[src/rtl/adc_serial_responder_if.sv]
// adc_serial_responder_if: cs_n/sclk/sdata link between the ADC controller (master) and the emulated ADC (slave)
interface adc_serial_responder_if;
  logic sclk;
  logic cs_n;
  logic sdata;
  logic sdata_oe;
  modport master (output sclk, cs_n, input sdata, sdata_oe);
  modport slave (input sclk, cs_n, output sdata, sdata_oe);
endinterface

[src/rtl/adc_serial_responder.sv]
// adc_serial_responder: serial ADC emulator serving test-pattern words over cs_n/sclk/sdata.
// Define ADC_QUIET_CHECK_EN to enable the cs_n inter-frame quiet-time check.
module adc_serial_responder #(
  parameter int DATA_BITS = 12,
  parameter int LEAD_ZEROS = 4,
  parameter int ROW_PIXELS = 112,
  parameter logic [11:0] LFSR_SEED = 12'hACE,
  parameter int QUIET_CYCLES = 8
) (
  input  logic clk,
  input  logic reset,
  adc_serial_responder_if.slave link,
  input  logic [1:0] pattern_mode,
  input  logic [DATA_BITS-1:0] fixed_value,
  output logic conversion_done,
  output logic framing_error,
  output logic [15:0] sample_count,
  output logic quiet_violation
);
  localparam int F = LEAD_ZEROS + DATA_BITS;
  localparam int CW = $clog2(ROW_PIXELS);
  typedef enum logic [1:0] {IDLE, SHIFT, TRAIL} state_t;
  state_t state_q, state_d;
  logic [2:0] sclk_q, sclk_d, cs_q, cs_d;
  logic [F-1:0] shreg_q, shreg_d;
  logic [4:0] bitcnt_q, bitcnt_d;
  logic done_q, done_d, ferr_q, ferr_d;
  logic [15:0] count_q, count_d;
  logic [DATA_BITS-1:0] ramp_q, ramp_d, pattern;
  logic [CW-1:0] row_q, row_d, col_q, col_d;
  logic [11:0] lfsr_q, lfsr_d;
  logic sclk_fall, cs_fall, cs_rise, col_wrap;
  if (LFSR_SEED == '0 || QUIET_CYCLES < 1) $error("LFSR_SEED must be nonzero and QUIET_CYCLES positive");
  always_ff @(posedge clk or posedge reset) begin
    if (reset) begin
      state_q <= IDLE;
      sclk_q <= '0;
      cs_q <= '1;
      shreg_q <= '0;
      bitcnt_q <= '0;
      done_q <= 1'b0;
      ferr_q <= 1'b0;
      count_q <= '0;
      ramp_q <= '0;
      row_q <= '0;
      col_q <= '0;
      lfsr_q <= LFSR_SEED;
    end else begin
      state_q <= state_d;
      sclk_q <= sclk_d;
      cs_q <= cs_d;
      shreg_q <= shreg_d;
      bitcnt_q <= bitcnt_d;
      done_q <= done_d;
      ferr_q <= ferr_d;
      count_q <= count_d;
      ramp_q <= ramp_d;
      row_q <= row_d;
      col_q <= col_d;
      lfsr_q <= lfsr_d;
    end
  end
  // [0],[1] synchronize the pins; [2] is history for edge detection
  always_comb begin
    sclk_d = {sclk_q[1:0], link.sclk};
    cs_d = {cs_q[1:0], link.cs_n};
    sclk_fall = sclk_q[2] & ~sclk_q[1];
    cs_fall = cs_q[2] & ~cs_q[1];
    cs_rise = ~cs_q[2] & cs_q[1];
    pattern = pattern_mode == 2'd0 ? fixed_value :
              pattern_mode == 2'd1 ? ramp_q :
              pattern_mode == 2'd2 ? DATA_BITS'({row_q[5:0], col_q[5:0]}) : DATA_BITS'(lfsr_q);
    state_d = state_q;
    shreg_d = shreg_q;
    bitcnt_d = bitcnt_q;
    done_d = 1'b0;
    ferr_d = 1'b0;
    // cs_n rise is tested before sclk fall so it wins a same-cycle collision
    case (state_q)
      IDLE: if (cs_fall) begin
        state_d = SHIFT;
        shreg_d = F'(pattern);
        bitcnt_d = '0;
      end
      SHIFT: if (cs_rise) begin
        state_d = IDLE;
        ferr_d = 1'b1;
        shreg_d = '0;
      end else if (sclk_fall) begin
        shreg_d = shreg_q << 1;
        bitcnt_d = bitcnt_q + 5'd1;
        state_d = bitcnt_q == 5'(F-1) ? TRAIL : SHIFT;
      end
      TRAIL: if (cs_rise) begin
        state_d = IDLE;
        done_d = 1'b1;
      end
      default: state_d = IDLE;
    endcase
    col_wrap = done_d && col_q == CW'(ROW_PIXELS-1);
    count_d = count_q + 16'(done_d);
    ramp_d = ramp_q + DATA_BITS'(done_d);
    col_d = col_wrap ? '0 : col_q + CW'(done_d);
    row_d = !col_wrap ? row_q : row_q == CW'(ROW_PIXELS-1) ? '0 : row_q + CW'(1);
    lfsr_d = done_d ? {lfsr_q[10:0], lfsr_q[11] ^ lfsr_q[5] ^ lfsr_q[3] ^ lfsr_q[0]} : lfsr_q;
  end
  // shreg is all zeros outside SHIFT, so sdata idles low without extra gating
  always_comb begin
    link.sdata = shreg_q[F-1];
    link.sdata_oe = state_q != IDLE;
    conversion_done = done_q;
    framing_error = ferr_q;
    sample_count = count_q;
  end
`ifdef ADC_QUIET_CHECK_EN
  localparam int QW = $clog2(QUIET_CYCLES + 1);
  logic [QW-1:0] quiet_cnt_q, quiet_cnt_d;
  logic quiet_q, quiet_d;
  always_ff @(posedge clk or posedge reset) begin
    if (reset) begin
      quiet_cnt_q <= QW'(QUIET_CYCLES);
      quiet_q <= 1'b0;
    end else begin
      quiet_cnt_q <= quiet_cnt_d;
      quiet_q <= quiet_d;
    end
  end
  always_comb begin
    quiet_cnt_d = !cs_q[1] ? '0 : quiet_cnt_q == QW'(QUIET_CYCLES) ? quiet_cnt_q : quiet_cnt_q + QW'(1);
    quiet_d = cs_fall && state_q == IDLE && quiet_cnt_q < QW'(QUIET_CYCLES);
  end
  assign quiet_violation = quiet_q;
`else
  assign quiet_violation = 1'b0;
`endif
endmodule
[src/flat_wrapper.sv]
// flat-port wrapper written by rule: the top's interface ports become plain ports
module adc_serial_responder_flat 
#(
  parameter int DATA_BITS = 12,
  parameter int LEAD_ZEROS = 4,
  parameter int ROW_PIXELS = 112,
  parameter logic [11:0] LFSR_SEED = 12'hACE,
  parameter int QUIET_CYCLES = 8
)
  (clk, reset, pattern_mode, fixed_value, conversion_done, framing_error, sample_count, quiet_violation, link_sclk, link_cs_n, link_sdata, link_sdata_oe);
  adc_serial_responder_if link_i ();
  input  logic clk;
  input  logic reset;
  input  logic [1:0] pattern_mode;
  input  logic [DATA_BITS-1:0] fixed_value;
  output logic conversion_done;
  output logic framing_error;
  output logic [15:0] sample_count;
  output logic quiet_violation;
  input wire logic [$bits(link_i.sclk)-1:0] link_sclk;
  input wire logic [$bits(link_i.cs_n)-1:0] link_cs_n;
  output wire logic [$bits(link_i.sdata)-1:0] link_sdata;
  output wire logic [$bits(link_i.sdata_oe)-1:0] link_sdata_oe;
  assign link_i.sclk = link_sclk;
  assign link_i.cs_n = link_cs_n;
  assign link_sdata = link_i.sdata;
  assign link_sdata_oe = link_i.sdata_oe;
  adc_serial_responder #(.DATA_BITS(DATA_BITS), .LEAD_ZEROS(LEAD_ZEROS), .ROW_PIXELS(ROW_PIXELS), .LFSR_SEED(LFSR_SEED), .QUIET_CYCLES(QUIET_CYCLES)) u_core (.clk(clk), .reset(reset), .link(link_i), .pattern_mode(pattern_mode), .fixed_value(fixed_value), .conversion_done(conversion_done), .framing_error(framing_error), .sample_count(sample_count), .quiet_violation(quiet_violation));
endmodule
[config.mk]
export PLATFORM = sky130hd
export DESIGN_NAME = adc_serial_responder_flat
export DESIGN_NICKNAME = d
export VERILOG_FILES = /design/src/rtl/adc_serial_responder_if.sv /design/src/rtl/adc_serial_responder.sv /design/src/flat_wrapper.sv
export SDC_FILE = /design/constraint.sdc
export NUM_CORES = 1
export LEC_CHECK = 0
export ABC_AREA = 1
export BUFFER_PORTS_ARGS = -buffer_cell sky130_fd_sc_hd__buf_4
export CAP_MARGIN = 10
export CELL_PAD_IN_SITES_DETAIL_PLACEMENT = 0
export CELL_PAD_IN_SITES_GLOBAL_PLACEMENT = 1
export CORE_MARGIN = 1
export CORE_UTILIZATION = 44
export DETAILED_ROUTE_END_ITERATION = 7
export PLACE_DENSITY_LB_ADDON = 0.15
export SLEW_MARGIN = 20
export SYNTH_ARGS = -nofsm -noshare
export SYNTH_HDL_FRONTEND = slang
export SYNTH_SLANG_ARGS = --single-unit
[constraint.sdc]
create_clock -name clk -period 2.6 [get_ports clk]
set_input_delay 0.13 -clock clk [delete_from_list [all_inputs] [get_ports clk]]
set_output_delay 0.13 -clock clk [all_outputs]
set_load 0.02 [all_outputs]
Word level (Yosys, flattened, before mapping)
Index checks and enable logic that the tools add are counted.
{"block": "word_totals", "regBits": 85, "latch_bits": 0, "ram_bits": 0, "romBits": 0, "out_inout_bits": 21, "wordCells": 68, "memories": 0}
{"block": "classes", "addsub": 5, "mul": 0, "n_div": 0, "order_cmp": 0, "n_eq_ne": 12, "n_shift": 0, "n_mux": 22, "bitwise": 9, "reduce_logical": 8}
{"operator": "16-bit 2-to-1 mux", "n": 3}
{"operator": "12-bit 2-to-1 mux", "n": 3}
{"operator": "16-bit case mux with 2 select lines", "n": 1}
{"operator": "16-bit by 1-bit adder with 16-bit output", "n": 1}
{"operator": "5-bit 2-to-1 mux", "n": 3}
{"operator": "7-bit equality test, second input constant", "n": 2}
{"operator": "7-bit 2-to-1 mux", "n": 2}
{"operator": "12-bit by 1-bit adder with 12-bit output", "n": 1}
{"operator": "2-bit 2-to-1 mux", "n": 5}
{"operator": "5-bit case mux with 2 select lines", "n": 1}
{"operator": "7-bit by 1-bit adder with 7-bit output", "n": 1}
{"operator": "7-bit by 1-bit adder with 7-bit output, second input constant", "n": 1}
{"operator": "2-bit by 1-bit inequality test with 1-bit output, second input constant", "n": 3}
{"operator": "2-bit case mux with 3 select lines", "n": 1}
{"operator": "3-bit AND reduction", "n": 2}
{"operator": "5-bit by 1-bit adder with 5-bit output, second input constant", "n": 1}
{"operator": "5-bit by 4-bit equality test with 1-bit output, second input constant", "n": 1}
{"operator": "2-bit by 1-bit equality test with 1-bit output, second input constant", "n": 2}
{"operator": "2-bit equality test, second input constant", "n": 2}
{"operator": "2-bit logical NOT", "n": 2}
{"operator": "4-bit AND reduction", "n": 1}
{"operator": "2-bit nonzero test", "n": 2}
{"operator": "1-bit AND", "n": 3}
{"operator": "1-bit 2-to-1 mux", "n": 3}
{"operator": "5 further kinds", "n": 9}

Logic depth before layout (Yosys ltp)
{"block": "logic_depth", "ltp_word": 6, "depth_mapped": 12}

Worst setup path after synthesis
OpenSTA, ideal clock, no wires.
{"block": "synth_timing", "path_type": "register to register", "start": "register u_core.cs_q[1]", "end": "register u_core.count_q[11] (netlist: u_core.sample_count[11])", "arrival_time_ps": 1794, "required_time_ps": 2468, "path_slack_ps": 675, "path_stages_with_launch": 8, "path_cell_list": "dfstp_2 nand2_1 nor2_4 ha_1 nand3_1 nor3_1 nand3_1 xnor2_1"}
{"block": "synth_between", "elab_chain_len": 4}
{"item": "from (decl)", "line": "adc_serial_responder.sv:24", "rtl": "logic [2:0] sclk_q, sclk_d, cs_q, cs_d;"}
{"item": "from (signal assigned)", "line": "adc_serial_responder.sv:51", "rtl": "cs_q <= cs_d;"}
{"item": "1-bit AND", "line": "adc_serial_responder.sv:69", "rtl": "cs_rise = ~cs_q[2] & cs_q[1];"}
{"item": "1-bit 2-to-1 mux", "line": "adc_serial_responder.sv:94", "rtl": "TRAIL: if (cs_rise) begin"}
{"item": "1-bit 2-to-1 mux", "line": "adc_serial_responder.sv:79", "rtl": "case (state_q)"}
{"item": "via u_core.done_d", "line": "adc_serial_responder.sv:27", "rtl": "logic done_q, done_d, ferr_q, ferr_d;"}
{"item": "16-bit by 1-bit adder with 16-bit output", "line": "adc_serial_responder.sv:101", "rtl": "count_d = count_q + 16'(done_d);"}
{"item": "via u_core.count_d[11]", "line": "adc_serial_responder.sv:28", "rtl": "logic [15:0] count_q, count_d;"}
{"item": "to (signal assigned)", "line": "adc_serial_responder.sv:56", "rtl": "count_q <= count_d;"}
{"item": "to (decl)", "line": "adc_serial_responder.sv:28"}
The timed path passes the listed nets, and every way through them passes these cells.
A chain may end at the register's enable or synchronous reset.

Final worst setup path
Ends and elaborated chain as after synthesis.

==> metrics.txt <==
Max VDD drop=0.280 mV; tightest hold margin=approximately 0.14 ns; worst-skew pair later-pin latency=0.36 ns; most common cell in the netlist=nand2_1; Relative slew margins=0.537; Multi-input gate area=1920 µm²; launching element type of the critical path=flop; final cell count without fillers=740; Max Cap Viol=0; Post-DP Area=approximately 4800 µm²; TritonCTS clock tree=done; synth top area cells=dfrtp_1 (43%), nand2_1 (13%), nor2_1 (6.5%); Detailed Routing Iterations Pass 1=5; sequential power share=0.449; deepest clock path buffer count=2; ANT nets after route=0; post-synth top area cell=dfrtp_1; proportion of synthesized chip area in sequential cells=0.489; die width=approximately 100 µm; RSZ-0062 raised after global routing=no; gr usage total=0.210; top cells by count, synth=nand2_1 (146), nor2_1 (76), dfrtp_1 (75); initial antenna violation count=0; Inserted Clock Buffers=9; core area=a little under 10000 µm²; Area growth syn-to-layout=15.6%; syn avg cell area=7.78 µm²; Final Cycle Share=0.831; vias in the first global route=around 3400; Req. time, crit path=approximately 2.8 ns; synthesized area=between 4000 and 5000 µm²; H-Tree Depth=3; Rows=36; # setup viols final=0; GRT overflow=0; Syn Nets=just under 600; Pleak=2.46 nW; DRC viols=0; Worst EP arrival=2.40 ns; Fmax=approximately 460 MHz; DR WL/cell=roughly 13 µm; Max Clock Skew=about 0.013 ns; dpl hpwl=7120 µm; power share of the combinational group=0.231; clk sinks=85; dpl cells=between 700 and 800; critical path type=reg2reg; cell count after synthesis=~560; sequence of cells on the critical path=nand2_1 -> nor2_4 -> ha_1 -> nand3_1 -> nor3_1 -> nand3_1 -> xnor2_1; post-cts gate resize count=0; Sequential Area=2140 µm²; switching share of total power=0.310; Power Dens Cells=approximately 690 nW/µm²; nets@finish=between 600 and 700; first-pass GRT wire length=between 15000 and 20000 µm; Critical Path End Type=flop; clock-pin slew on the worst setup and hold paths=0.09 ns; Crit Path Max Fanout=8; crit path max-delay cell type=dfstp_2; reg2reg path depth=7; Total Neg Setup Slack=0 ns; Design Area, Final=5060 µm²; switching power total=0.00108 W; die area=approximately 10000 µm²; Fill cells=957; Synth Flop Type=dfrtp_1; clock share of power=0.320; synth unique cells=27; Yosys reg bits=85; I/O Buffers=37; antenna cell count=0; EDFF count, synth=0; drt via density=4.87; Vias=roughly 3600; endpoints failing hold=0; slowest stage delay, CP=about 0.55 ns; post-layout min period=2.16 ns; root buf cell=clkbuf_8; largest net degree at the start of global routing=47; share of layout cells above drive strength 1=0.135; Max Slew Vio Count=0; Routed WL=between 9000 and 10000 µm; Int Pwr=between 0.002 and 0.0025 W; I/O pins=39; status=finished clean; YS warnings=0; top cell type's share of synthesized area=0.429; initial detailed-routing violation count=around 160; Most Frequent Cell on Critical Path=nand3_1; hold depth=5; effective utilization at floorplan=0.452; fraction of registers with async set/reset=1.00; Pwr Total=0.00350 W; routability congestion estimate=0.806; Slew @ Worst Pin=just under 0.7 ns; die span in y=roughly 100 µm; HP Class=in2reg
[metrics by stage]
stage / util / setup WS, ns
after floorplan: - / 0.293
after global placement: 0.495 / 0.524
after detailed placement: 0.495 / 0.416
after CTS: 0.522 / 0.395
after global routing: 0.522 / 0.223
final: 0.522 / 0.439
[power groups by stage]
stage | sequential (W) | combinational (W) | clock (W)
6_report | 0.00157 | 0.000808 | 0.00112
5_1_grt | 0.00159 | 0.000949 | 0.00120
4_1_cts | 0.00157 | 0.000820 | 0.00115
3_5_place_dp | 0.00160 | 0.000816 | 0
3_3_place_gp | 0.00159 | 0.000810 | 0
2_1_floorplan | 0.00158 | 0.000620 | 0
[critical path, delay by kind of cell (launching register included)]
kind          cells  cell delay [ns]
xor+xnor          1             0.16
fa+ha+maj         1             0.21
flops             1             0.55
simple gates      5             1.11
[kinds of logic after synthesis]
group                      share of synthesized area
and+or+nand+nor                                0.287
AOI/OAI and AO/OA                             0.0758
DFF                                            0.489
muxes                                        0.00229
buffers and inverters                         0.0724
adders and majority gates                     0.0143
other                                       0.000857
xor gates and xnor gates                      0.0581
[registers in the layout, indices dropped and copies added (netlist names)]
| signal | cells |
|---|---|
| u_core.sample_count | 16 |
| u_core.col_q | 7 |
| u_core.bitcnt_q | 5 |
| u_core.lfsr_q | 12 |
| u_core.ramp_q | 12 |
| u_core.cs_q | 3 |
| u_core.framing_error | 1 |
| u_core.state_q | 2 |
| u_core.shreg_q | 16 |
| u_core.conversion_done | 1 |
| u_core.row_q | 7 |
| u_core.sclk_q | 3 |
[cell usage in the layout (no fill, tap or decap), types with 2 or more instances in the layout]
cell type	n
clkinv_2	2
nor2_2	3
dlygate4sd3_1	3
buf_4	42
inv_1	57
dfstp_2	10
xnor2_1	13
clkbuf_8	9
dfrtp_1	75
o21ai_1	7
a21oi_1	28
inv_2	3
ha_1	5
o21ai_0	30
nor2_4	3
nor3_1	9
nand3b_1	2
nand4_1	4
bufinv_16	3
nor2_1	76
xor2_1	16
nand2_1	146
nand3_1	50
nand2_2	3
[cell type report]
cell class	instances	share of cell area
Sequential cell	85	0.423
Clock buffer	10	0.0252
Timing Repair Buffer	46	0.0722
Tap cell	133	0.0329
Multi-Input combinational cell	399	0.379
Inverter	61	0.0455
Clock inverter	6	0.0220
[repair_timing]
action                                 in CTS  in global routing
setup buffers                               0                  0
hold buffers                                3                  0
endpoints found under the hold margin      37                  0
[layer usage]
metal	GRT usage	vias to the layer above	wire length, µm
met5	0	-	0
met2	0.312	69	4490
met4	0.0669	0	61
li1	-	1851	-
met1	0.308	1678	4830
met3	0.0407	6	443
[worst paths after layout]
kind,start,slack [ns],end
setup / recovery,u_core.cs_q[1],0.44,u_core.sample_count[11]
hold / removal,fixed_value[0],0.14,u_core.shreg_q[0]
setup reg to reg,u_core.cs_q[1],0.44,u_core.sample_count[11]
hold reg to reg,u_core.sclk_q[0],0.36,u_core.sclk_q[1]
max in group asynchronous,reset,1.44,u_core.lfsr_q[11]
min in group asynchronous,reset,0.43,u_core.sample_count[15]
(Power assumes the default switching activity.)
